### config.mk
export PLATFORM = sky130hd
export DESIGN_NAME = tx_symbol_framer
export DESIGN_NICKNAME = d
export VERILOG_FILES = /design/src/rtl/pcie_sym_pkg.sv /design/src/rtl/lane_sym_mux.sv /design/src/rtl/tx_symbol_framer.sv
export SDC_FILE = /design/constraint.sdc
export NUM_CORES = 1
export LEC_CHECK = 0
export ABC_AREA = 1
export CAP_MARGIN = 20
export CORE_ASPECT_RATIO = 0.8
export CORE_MARGIN = 4
export CORE_UTILIZATION = 40
export CTS_CLUSTER_DIAMETER = 120
export DETAILED_ROUTE_END_ITERATION = 8
export GPL_TIMING_DRIVEN = 0
export PLACE_DENSITY = 0.69
export REMOVE_ABC_BUFFERS = 1
export SKIP_CTS_REPAIR_TIMING = 1
export SLEW_MARGIN = 20
export SYNTH_ARGS = -nofsm -noshare
export SYNTH_HDL_FRONTEND = slang
export SYNTH_SLANG_ARGS = --single-unit
### constraint.sdc
create_clock -name clk -period 3.4 [get_ports clk]
set_input_delay 0.51 -clock clk [delete_from_list [all_inputs] [get_ports clk]]
set_output_delay 0.51 -clock clk [all_outputs]
set_load 0.1 [all_outputs]
### src/rtl/pcie_sym_pkg.sv
// ============================================================================
// pcie_sym_pkg : shared K codes, framer states and lane select encoding
// Rev 1.0
// ============================================================================
`default_nettype none

package pcie_sym_pkg;

  localparam logic [7:0] K_COM = 8'hBC;
  localparam logic [7:0] K_PAD = 8'hF7;
  localparam logic [7:0] K_SKP = 8'h1C;
  localparam logic [7:0] K_STP = 8'hFB;
  localparam logic [7:0] K_SDP = 8'h5C;
  localparam logic [7:0] K_END = 8'hFD;
  localparam logic [7:0] K_EDB = 8'hFE;
  localparam logic [7:0] K_FTS = 8'h3C;
  localparam logic [7:0] K_IDL = 8'h7C;

  localparam int unsigned OS_LEN = 4;

  typedef enum logic [2:0] {
    ST_IDLE  = 3'd0,
    ST_START = 3'd1,
    ST_DATA  = 3'd2,
    ST_END   = 3'd3,
    ST_SKPOS = 3'd4,
    ST_EIOS  = 3'd5,
    ST_EIDLE = 3'd6
  } state_t;

  typedef enum logic [1:0] {
    SEL_DATA  = 2'd0,
    SEL_KCODE = 2'd1,
    SEL_ZERO  = 2'd2
  } lane_sel_t;

  // Ordered sets open with COM; the remaining symbols are SKP or IDL.
  function automatic logic [7:0] os_symbol(input logic is_skp, input logic [1:0] idx);
    if (idx == 2'd0) begin
      return K_COM;
    end
    return is_skp ? K_SKP : K_IDL;
  endfunction

endpackage

`default_nettype wire

### src/rtl/lane_sym_mux.sv
// ============================================================================
// lane_sym_mux : per-lane registered select between payload byte and K code
// Rev 1.0
// ============================================================================
`default_nettype none

module lane_sym_mux
  import pcie_sym_pkg::*;
(
  input  logic        clk,
  input  logic        reset,
  input  lane_sel_t   sel_i,
  input  logic [7:0]  data_i,
  input  logic [7:0]  kcode_i,
  output logic [7:0]  sym_o,
  output logic        k_o
);

  logic [7:0] sym_d, sym_q;
  logic       k_d, k_q;

  always_comb begin
    sym_d = kcode_i;
    k_d   = 1'b1;
    case (sel_i)
      SEL_DATA: begin
        sym_d = data_i;
        k_d   = 1'b0;
      end
      SEL_ZERO: begin
        sym_d = 8'h00;
        k_d   = 1'b0;
      end
      default: begin
        sym_d = kcode_i;
        k_d   = 1'b1;
      end
    endcase
  end

  always_ff @(posedge clk) begin
    if (reset) begin
      sym_q <= K_IDL;
      k_q   <= 1'b1;
    end else begin
      sym_q <= sym_d;
      k_q   <= k_d;
    end
  end

  assign sym_o = sym_q;
  assign k_o   = k_q;

endmodule

`default_nettype wire

### src/rtl/tx_symbol_framer.sv
// ============================================================================
// tx_symbol_framer : frames TLP/DLLP beats into lane symbols, inserts SKP/EIOS
// Rev 1.0
// ============================================================================
`default_nettype none

module tx_symbol_framer
  import pcie_sym_pkg::*;
#(
  parameter int LANES        = 4,
  parameter int SKP_INTERVAL = 1180
) (
  input  logic                 clk,
  input  logic                 reset,
  input  logic                 pkt_valid,
  output logic                 pkt_ready,
  input  logic                 pkt_type,
  input  logic [8*LANES-1:0]   pkt_data,
  input  logic                 pkt_last,
  input  logic                 eidle_req,
  output logic [8*LANES-1:0]   lane_data,
  output logic [LANES-1:0]     lane_k,
  output logic                 in_eidle
);

  localparam int              CNT_W    = 12;
  localparam logic [CNT_W-1:0] SKP_LAST = CNT_W'(SKP_INTERVAL - 1);
  localparam logic [1:0]      OS_LAST  = 2'(OS_LEN - 1);

  state_t           state_q, state_d;
  logic             type_q, type_d;
  logic [1:0]       os_idx_q, os_idx_d;
  logic [CNT_W-1:0] skp_cnt_q, skp_cnt_d;
  logic             skp_pend_q, skp_pend_d;
  logic             pkt_ready_q, in_eidle_q;
  lane_sel_t        sel_d;
  logic [7:0]       k0_d, kn_d;
  logic             xfer;

  // pkt_ready_q always mirrors "state is DATA", so this is the handshake.
  assign xfer = pkt_valid && pkt_ready_q;

  always_comb begin
    state_d  = state_q;
    type_d   = type_q;
    os_idx_d = os_idx_q;
    sel_d    = SEL_KCODE;
    k0_d     = K_IDL;
    kn_d     = K_IDL;
    unique case (state_q)
      ST_IDLE: begin
        if (skp_pend_q) begin
          state_d  = ST_SKPOS;
          os_idx_d = 2'd0;
        end else if (eidle_req) begin
          state_d  = ST_EIOS;
          os_idx_d = 2'd0;
        end else if (pkt_valid) begin
          state_d = ST_START;
          type_d  = pkt_type;
        end
      end
      ST_START: begin
        k0_d    = type_q ? K_SDP : K_STP;
        kn_d    = K_PAD;
        state_d = ST_DATA;
      end
      ST_DATA: begin
        if (xfer) begin
          sel_d = SEL_DATA;
          if (pkt_last) begin
            state_d = ST_END;
          end
        end else begin
          k0_d    = K_EDB;
          kn_d    = K_PAD;
          state_d = ST_IDLE;
        end
      end
      ST_END: begin
        k0_d    = K_END;
        kn_d    = K_PAD;
        state_d = ST_IDLE;
      end
      ST_SKPOS: begin
        k0_d     = os_symbol(1'b1, os_idx_q);
        kn_d     = k0_d;
        os_idx_d = os_idx_q + 2'd1;
        if (os_idx_q == OS_LAST) begin
          state_d = ST_IDLE;
        end
      end
      ST_EIOS: begin
        k0_d     = os_symbol(1'b0, os_idx_q);
        kn_d     = k0_d;
        os_idx_d = os_idx_q + 2'd1;
        if (os_idx_q == OS_LAST) begin
          state_d = ST_EIDLE;
        end
      end
      ST_EIDLE: begin
        sel_d = SEL_ZERO;
        if (!eidle_req) begin
          state_d = ST_IDLE;
        end
      end
      default: begin
        state_d = ST_IDLE;
      end
    endcase
  end

  // SKP scheduling: free-running except while sending SKPOS or sitting in EIDLE.
  always_comb begin
    skp_cnt_d  = skp_cnt_q;
    skp_pend_d = skp_pend_q;
    if (state_q == ST_SKPOS) begin
      if (os_idx_q == OS_LAST) begin
        skp_cnt_d  = '0;
        skp_pend_d = 1'b0;
      end
    end else if ((state_q != ST_EIDLE) && !skp_pend_q) begin
      if (skp_cnt_q == SKP_LAST) begin
        skp_pend_d = 1'b1;
      end else begin
        skp_cnt_d = skp_cnt_q + 1'b1;
      end
    end
  end

  always_ff @(posedge clk) begin
    if (reset) begin
      state_q     <= ST_IDLE;
      type_q      <= 1'b0;
      os_idx_q    <= 2'd0;
      skp_cnt_q   <= '0;
      skp_pend_q  <= 1'b0;
      pkt_ready_q <= 1'b0;
      in_eidle_q  <= 1'b0;
    end else begin
      state_q     <= state_d;
      type_q      <= type_d;
      os_idx_q    <= os_idx_d;
      skp_cnt_q   <= skp_cnt_d;
      skp_pend_q  <= skp_pend_d;
      pkt_ready_q <= (state_d == ST_DATA);
      in_eidle_q  <= (state_d == ST_EIDLE);
    end
  end

  assign pkt_ready = pkt_ready_q;
  assign in_eidle  = in_eidle_q;

  for (genvar g = 0; g < LANES; g++) begin : g_lane
    logic [7:0] kcode;
    if (g == 0) begin : g_lead
      assign kcode = k0_d;
    end else begin : g_tail
      assign kcode = kn_d;
    end

    lane_sym_mux u_mux (
      .clk     (clk),
      .reset   (reset),
      .sel_i   (sel_d),
      .data_i  (pkt_data[8*g +: 8]),
      .kcode_i (kcode),
      .sym_o   (lane_data[8*g +: 8]),
      .k_o     (lane_k[g])
    );
  end

endmodule

`default_nettype wire

## Yosys cells after proc, flatten, opt, wreduce, memory -nomap -nowiden

Index checks and enable logic that the tools add are counted.

- Flip-flop bits (word level): 54
- Input port bits: 38
- Output and inout port bits: 38
- Logic and storage cells: 85

- Add/sub/neg operators: 2
- Eq/ne operators: 15
- Multiplexer cells: 38
- Bitwise logic cells: 2
- Reduce and logical (&&, ||, !) cells: 16

Operators with widths:

| cell | number |
|---|---|
| 8-bit one-hot mux with 2 select lines | 4 |
| 12-bit 2-to-1 mux | 4 |
| 8-bit 2-to-1 mux | 6 |
| 8-bit one-hot mux with 5 select lines | 1 |
| 8-bit one-hot mux with 4 select lines | 1 |
| 3-bit 2-to-1 mux | 8 |
| 3-bit one-hot mux with 6 select lines | 1 |
| 12-bit by 1-bit adder with 12-bit output (second input constant) | 1 |
| 12-bit by 11-bit equality test with 1-bit output (second input constant) | 1 |
| 3-bit equality test (second input constant) | 4 |
| 3-bit by 2-bit equality test with 1-bit output (second input constant) | 3 |
| 1-bit 2-to-1 mux | 9 |
| 2-bit one-hot mux with 2 select lines | 2 |
| 3-bit inequality test (second input constant) | 2 |
| 3-bit AND reduction | 2 |
| 2-bit nonzero test | 3 |
| 2-bit OR reduction | 3 |
| 2-bit equality test (second input constant) | 2 |
| 2-bit zero test | 2 |
| 2-bit 2-to-1 mux | 2 |
| 2-bit inequality test (second input constant) | 2 |
| 4-bit AND reduction | 1 |
| 3-bit by 1-bit equality test with 1-bit output (second input constant) | 1 |
| 3-bit zero test | 1 |
| 5 further kinds | 7 |

## Logic depth before layout (Yosys ltp)

- Word-level depth: 6
- Depth in mapped cells: 10
- Mapped depth without buffers: 10

## Hierarchy

Synthesis repeated with hierarchy kept, for this count alone.

- Cell total of the unflattened synthesis: 396
- Area total of the unflattened synthesis: 2,845.2 um^2

By module, submodules not included:

| module | instances | cells an instance | area each (um^2) | sequential area each (um^2) |
|---|---|---|---|---|
| tx_symbol_framer | 1 | 248 | 1,478.9 | 420.4 |
| lane_sym_mux | 4 | 37 | 341.6 | 180.2 |

## Worst setup path after synthesis

No wires, ideal clock.

- Kind: reg2reg
- From: register pkt_ready_q, in the netlist pkt_ready
- To: register g_lane[1].u_mux.sym_q[0]
- Setup time: 0.138 ns
- Arrival: 1.641 ns
- Data required time: 3.262 ns
- Setup slack: 1.621 ns
- Stages on the path, launching flop included: 6
- Path buffers: 0
- Clock period less this slack: 1.779 ns
- Path through: dfxtp_1 > nand2_1 > inv_1 > nor2_2 > o21ai_0 > nand2_1

- Longest elaborated chain between the ends: 5
- Elaborated cells between the ends (all ways): 8
- Classes of those cells: 1 x eq/ne; 5 x mux; 2 x reduce/logical

RTL lines:

| item | RTL line | text |
|---|---|---|
| from (decl) | tx_symbol_framer.sv:35 | `logic pkt_ready_q, in_eidle_q;` |
| from (signal assigned) | tx_symbol_framer.sv:146 | `pkt_ready_q <= (state_d == ST_DATA);` |
| 1-bit logical AND (*) | tx_symbol_framer.sv:41 | `assign xfer = pkt_valid && pkt_ready_q;` |
| 1-bit 2-to-1 mux | tx_symbol_framer.sv:69 | `if (xfer) begin` |
| 2-bit one-hot mux with 2 select lines | tx_symbol_framer.sv:50 | `unique case (state_q)` |
| 2-bit equality test / 2-bit zero test (equally long branches) | lane_sym_mux.sv:25 | `case (sel_i)` |
| 8-bit one-hot mux with 2 select lines (*) | lane_sym_mux.sv:25 |  |
| to (signal assigned) | lane_sym_mux.sv:46 | `sym_q <= sym_d;` |
| to (decl) | lane_sym_mux.sv:19 | `logic [7:0] sym_d, sym_q;` |

Every way passes the cells marked *; elsewhere a longest branch is shown, timed or not.
A chain may end at the register's enable or synchronous reset.

==> qor_table.md <==
| Group | Item | Value |
|---|---|---|
| route | Final ANT Viol Nets | 0 |
| grt | Wire length of the first global-routing pass | 9.922 mm |
| clocking | Skew-Pair Late Insertion Delay | 300 ps |
| sta | Final clock period utilization by the worst path | 0.6906 |
| route | Count of routing violations after the opening detailed-route iteration | 113 |
| sta | Final max-slew violation count | 0 |
| finish | Commonest non-fill, non-tap cells in the layout | 126 x sky130_fd_sc_hd__nand2_1, 75 x sky130_fd_sc_hd__clkdlybuf4s50_1, 54 x sky130_fd_sc_hd__dfxtp_1, 42 x sky130_fd_sc_hd__inv_1, 41 x sky130_fd_sc_hd__nor2_1 |
| power | Cell Pwr Density | 862.0 mW/mm2 |
| route | Number of iterations in the first detailed-routing pass | 4 |
| sta | Max transition margin | 0.3429 |
| route | Total wire length after detailed routing | 5.917 mm |
| run | Count of maximum capacitance violations | 0 |
| clocking | Clk pin slew, worst setup/hold paths | 90 ps |
| power | Worst IR Drop VDD | 0.4647 mV |
| grt | Pin count of the biggest net entering global routing | 21 |
| logic synthesis | Synth Register Bits | 54 |
| finish | Final Util | 0.5640 |
| run status | Status | finished clean |
| finish | Proportion of layout cells with a drive suffix above 1 | 0.04556 |
| sta | Final-report setup violation count | 0 |
| worst setup path | Cell with the biggest individual delay on the critical path | sky130_fd_sc_hd__clkdlybuf4s50_1 |
| floorplan | Die boundary height | 79.08 um |
| clocking | Number of CTS-inserted buffers | 5 |
| finish | Antenna diodes | 0 |
| clocking | Clock sink total | 54 |
| grt | Number of antenna violations at the first check in global routing | 0 |
| worst setup path | Ordered cell list for the critical path | clkdlybuf4s50_1 |
| floorplan | Site Rows | 25 |
| worst setup path | Arrival time at the worst endpoint | 1840 ps |
| logic synthesis | Netlist Area Pre-Place | 0.002526 mm2 |
| sta | Final worst path period need | 2348 ps |
| placed design | Final RePlAce weighted congestion | 0.8516 |
| clocking | Clk root buf | sky130_fd_sc_hd__clkbuf_8 |
| worst setup path | Nature of the critical path endpoint | output pin |
| route | Via-to-Cell Ratio | 4.594 |
| sta | Peak clock frequency supported by timing | 0.4259 GHz |
| finish | Most common cell after layout, fill and taps aside | sky130_fd_sc_hd__nand2_1 |
| logic synthesis | Fraction of the yosys area taken by sequential cells | 0.4279 |
| floorplan | Starting density of the core | 0.4206 |
| grt | Global-route usage over all layers | 0.1566 |
| placed design | Post-DP HPWL | 4.531 mm |
| finish | Net total in the final layout | 482 |
| grt | Global route overflow | 0 |
| route | Routed via count | 2389 |
| finish | Synth-to-Final Area Change | 34.08% |
| worst setup path | Category of the worst setup path launch point | flip-flop |
| worst setup path | Worst EP required | 2890 ps |
| logic synthesis | Number of instances in the synthesized netlist | 369 |
| sta | Final worst slack | 1052 ps |
| sta | Worst Max-Slew Pin Slew | 982.6 ps |
| floorplan | Die outline width | 96.85 um |
| route | Remaining design rule violation count | 0 |
| clocking | TritonCTS clock tree | built |
| worst setup path | WS Path Type | reg -> out |
| logic synthesis | Count of different cell masters after synthesis | 26 |
| worst hold path | Hold/Removal Path Class | reg -> reg |
| worst setup path | Largest stage delay on the critical path | 1150 ps |
| sta | Endpoints failing hold | 0 |
| clocking | H-tree depth | 2 |
| grt | Via count of the first global-routing pass | 2160 |
| clocking | Clk buf depth | 2 |
| sta | Setup repair after global routing missed its margin | false |
| floorplan | Standard cell core area | 0.006006 mm2 |
| route | Routed length per instance | 11.38 um |
| sta | Setup TNS after final layout | 0 ps |
| placed design | Number of buffer cells added on primary ports | 75 |
| power | Post-layout power | 2920 uW |
| floorplan | Io pins | 76 |
| placed design | Pre-CTS setup slack | 916.8 ps |
| floorplan | Die ar. | 0.007659 mm2 |
| worst setup path | Biggest fanout along the worst timing path | 4 |
| power | Static leakage | 0.001472 uW |
| worst setup path | Crit-path leading delay family | buffers and inverters |
| worst setup path | Crit path buffers/inverters | 1 |
| sta | Worst clock skew on the final layout | 4.802 ps |
| logic synthesis | Mapped Avg Cell Area | 6.846 um2 |
| logic synthesis | Total number of yosys warnings | 0 |
path summary, 6_finish.rpt:
path / cells past startpoint / slack (ps) / to / startpoint
hold reg to reg: 2 / 500 / skp_pend_q$_SDFFE_PP0P_ / skp_pend_q$_SDFFE_PP0P_
setup reg to reg: 7 / 1550 / skp_cnt_q[6]$_SDFFE_PP0P_ / state_q[1]$_SDFF_PP0_
hold / removal: 2 / 500 / skp_pend_q$_SDFFE_PP0P_ / skp_pend_q$_SDFFE_PP0P_
setup / recovery: 1 / 1050 / lane_k[3] / g_lane[2].u_mux.k_o$_SDFF_PP1_
stage by stage:
| stage | cells | area [um2] | hold WS [ps] |
|---|---|---|---|
| floorplan | 356 | 2430 | 446.3 |
| global placement | 512 | 3282 | 465.2 |
| detailed placement | 512 | 3282 | 480.3 |
| CTS | 520 | 3387 | 500.4 |
| global route | 520 | 3387 | 527.4 |
| finish | 520 | 3387 | 496.9 |
sequential cells by signal (all words and copies together), names as in the netlist:
signal	count
skp_cnt_q	12
g_lane.u_mux.k_o	1
pkt_ready	1
in_eidle	1
os_idx_q	2
g_lane.u_mux.sym_o	32
skp_pend_q	1
type_q	1
state_q	3
layer usage:
| metal | global-route usage | share of wire | vias up |
|---|---|---|---|
| li1 | - | - | 1280 |
| met1 | 0.2181 | 0.50 | 1045 |
| met2 | 0.2424 | 0.43 | 60 |
| met3 | 0.03600 | 0.059 | 4 |
| met4 | 0.04628 | 0.0086 | 0 |
| met5 | 0 | 0 | - |
cells in the mapped netlist (all sizes together):
library cell	number	area [um2]
o21bai	1	7.510
clkbuf	2	7.510
or2	1	6.260
o22ai	1	6.260
nor3	3	15.01
nand4	5	46.29
dfxtp	54	1081
ha	6	75.07
inv	44	165.2
a31oi	1	6.260
a21oi	14	81.33
nor2	45	178.9
nand3b	2	15.01
o21ai	18	90.08
buf	11	88.83
nand3	31	155.2
nand2	129	491.7
a22o	1	8.760
logic make-up after synthesis:
group / count (synthesis) / share of synthesized area
simple gates: 216 / 0.3596
flops: 54 / 0.4279
buf+inv: 57 / 0.1035
fa+ha+maj: 6 / 0.02972
compound gates: 36 / 0.07925
area by class of cell:
class | count | area, um2
clock inverters | 1 | 8.758
repair buffers | 75 | 750.7
well taps | 81 | 101.3
multi-input cells | 258 | 1184
clock buffers | 7 | 96.34
flip-flops and latches | 54 | 1081
inverters | 44 | 165.2
fillers | 598 | 2619
where the power goes:
group / internal (uW) / switching, uW / total, uW / leakage [uW]
sequential: 779 / 74.6 / 853 / 0.000440
combinational: 410 / 1270 / 1680 / 0.000977
clock: 187 / 204 / 391 / 0.0000544
total: 1380 / 1540 / 2920 / 0.00147
Power figures use the tool's default switching activity.
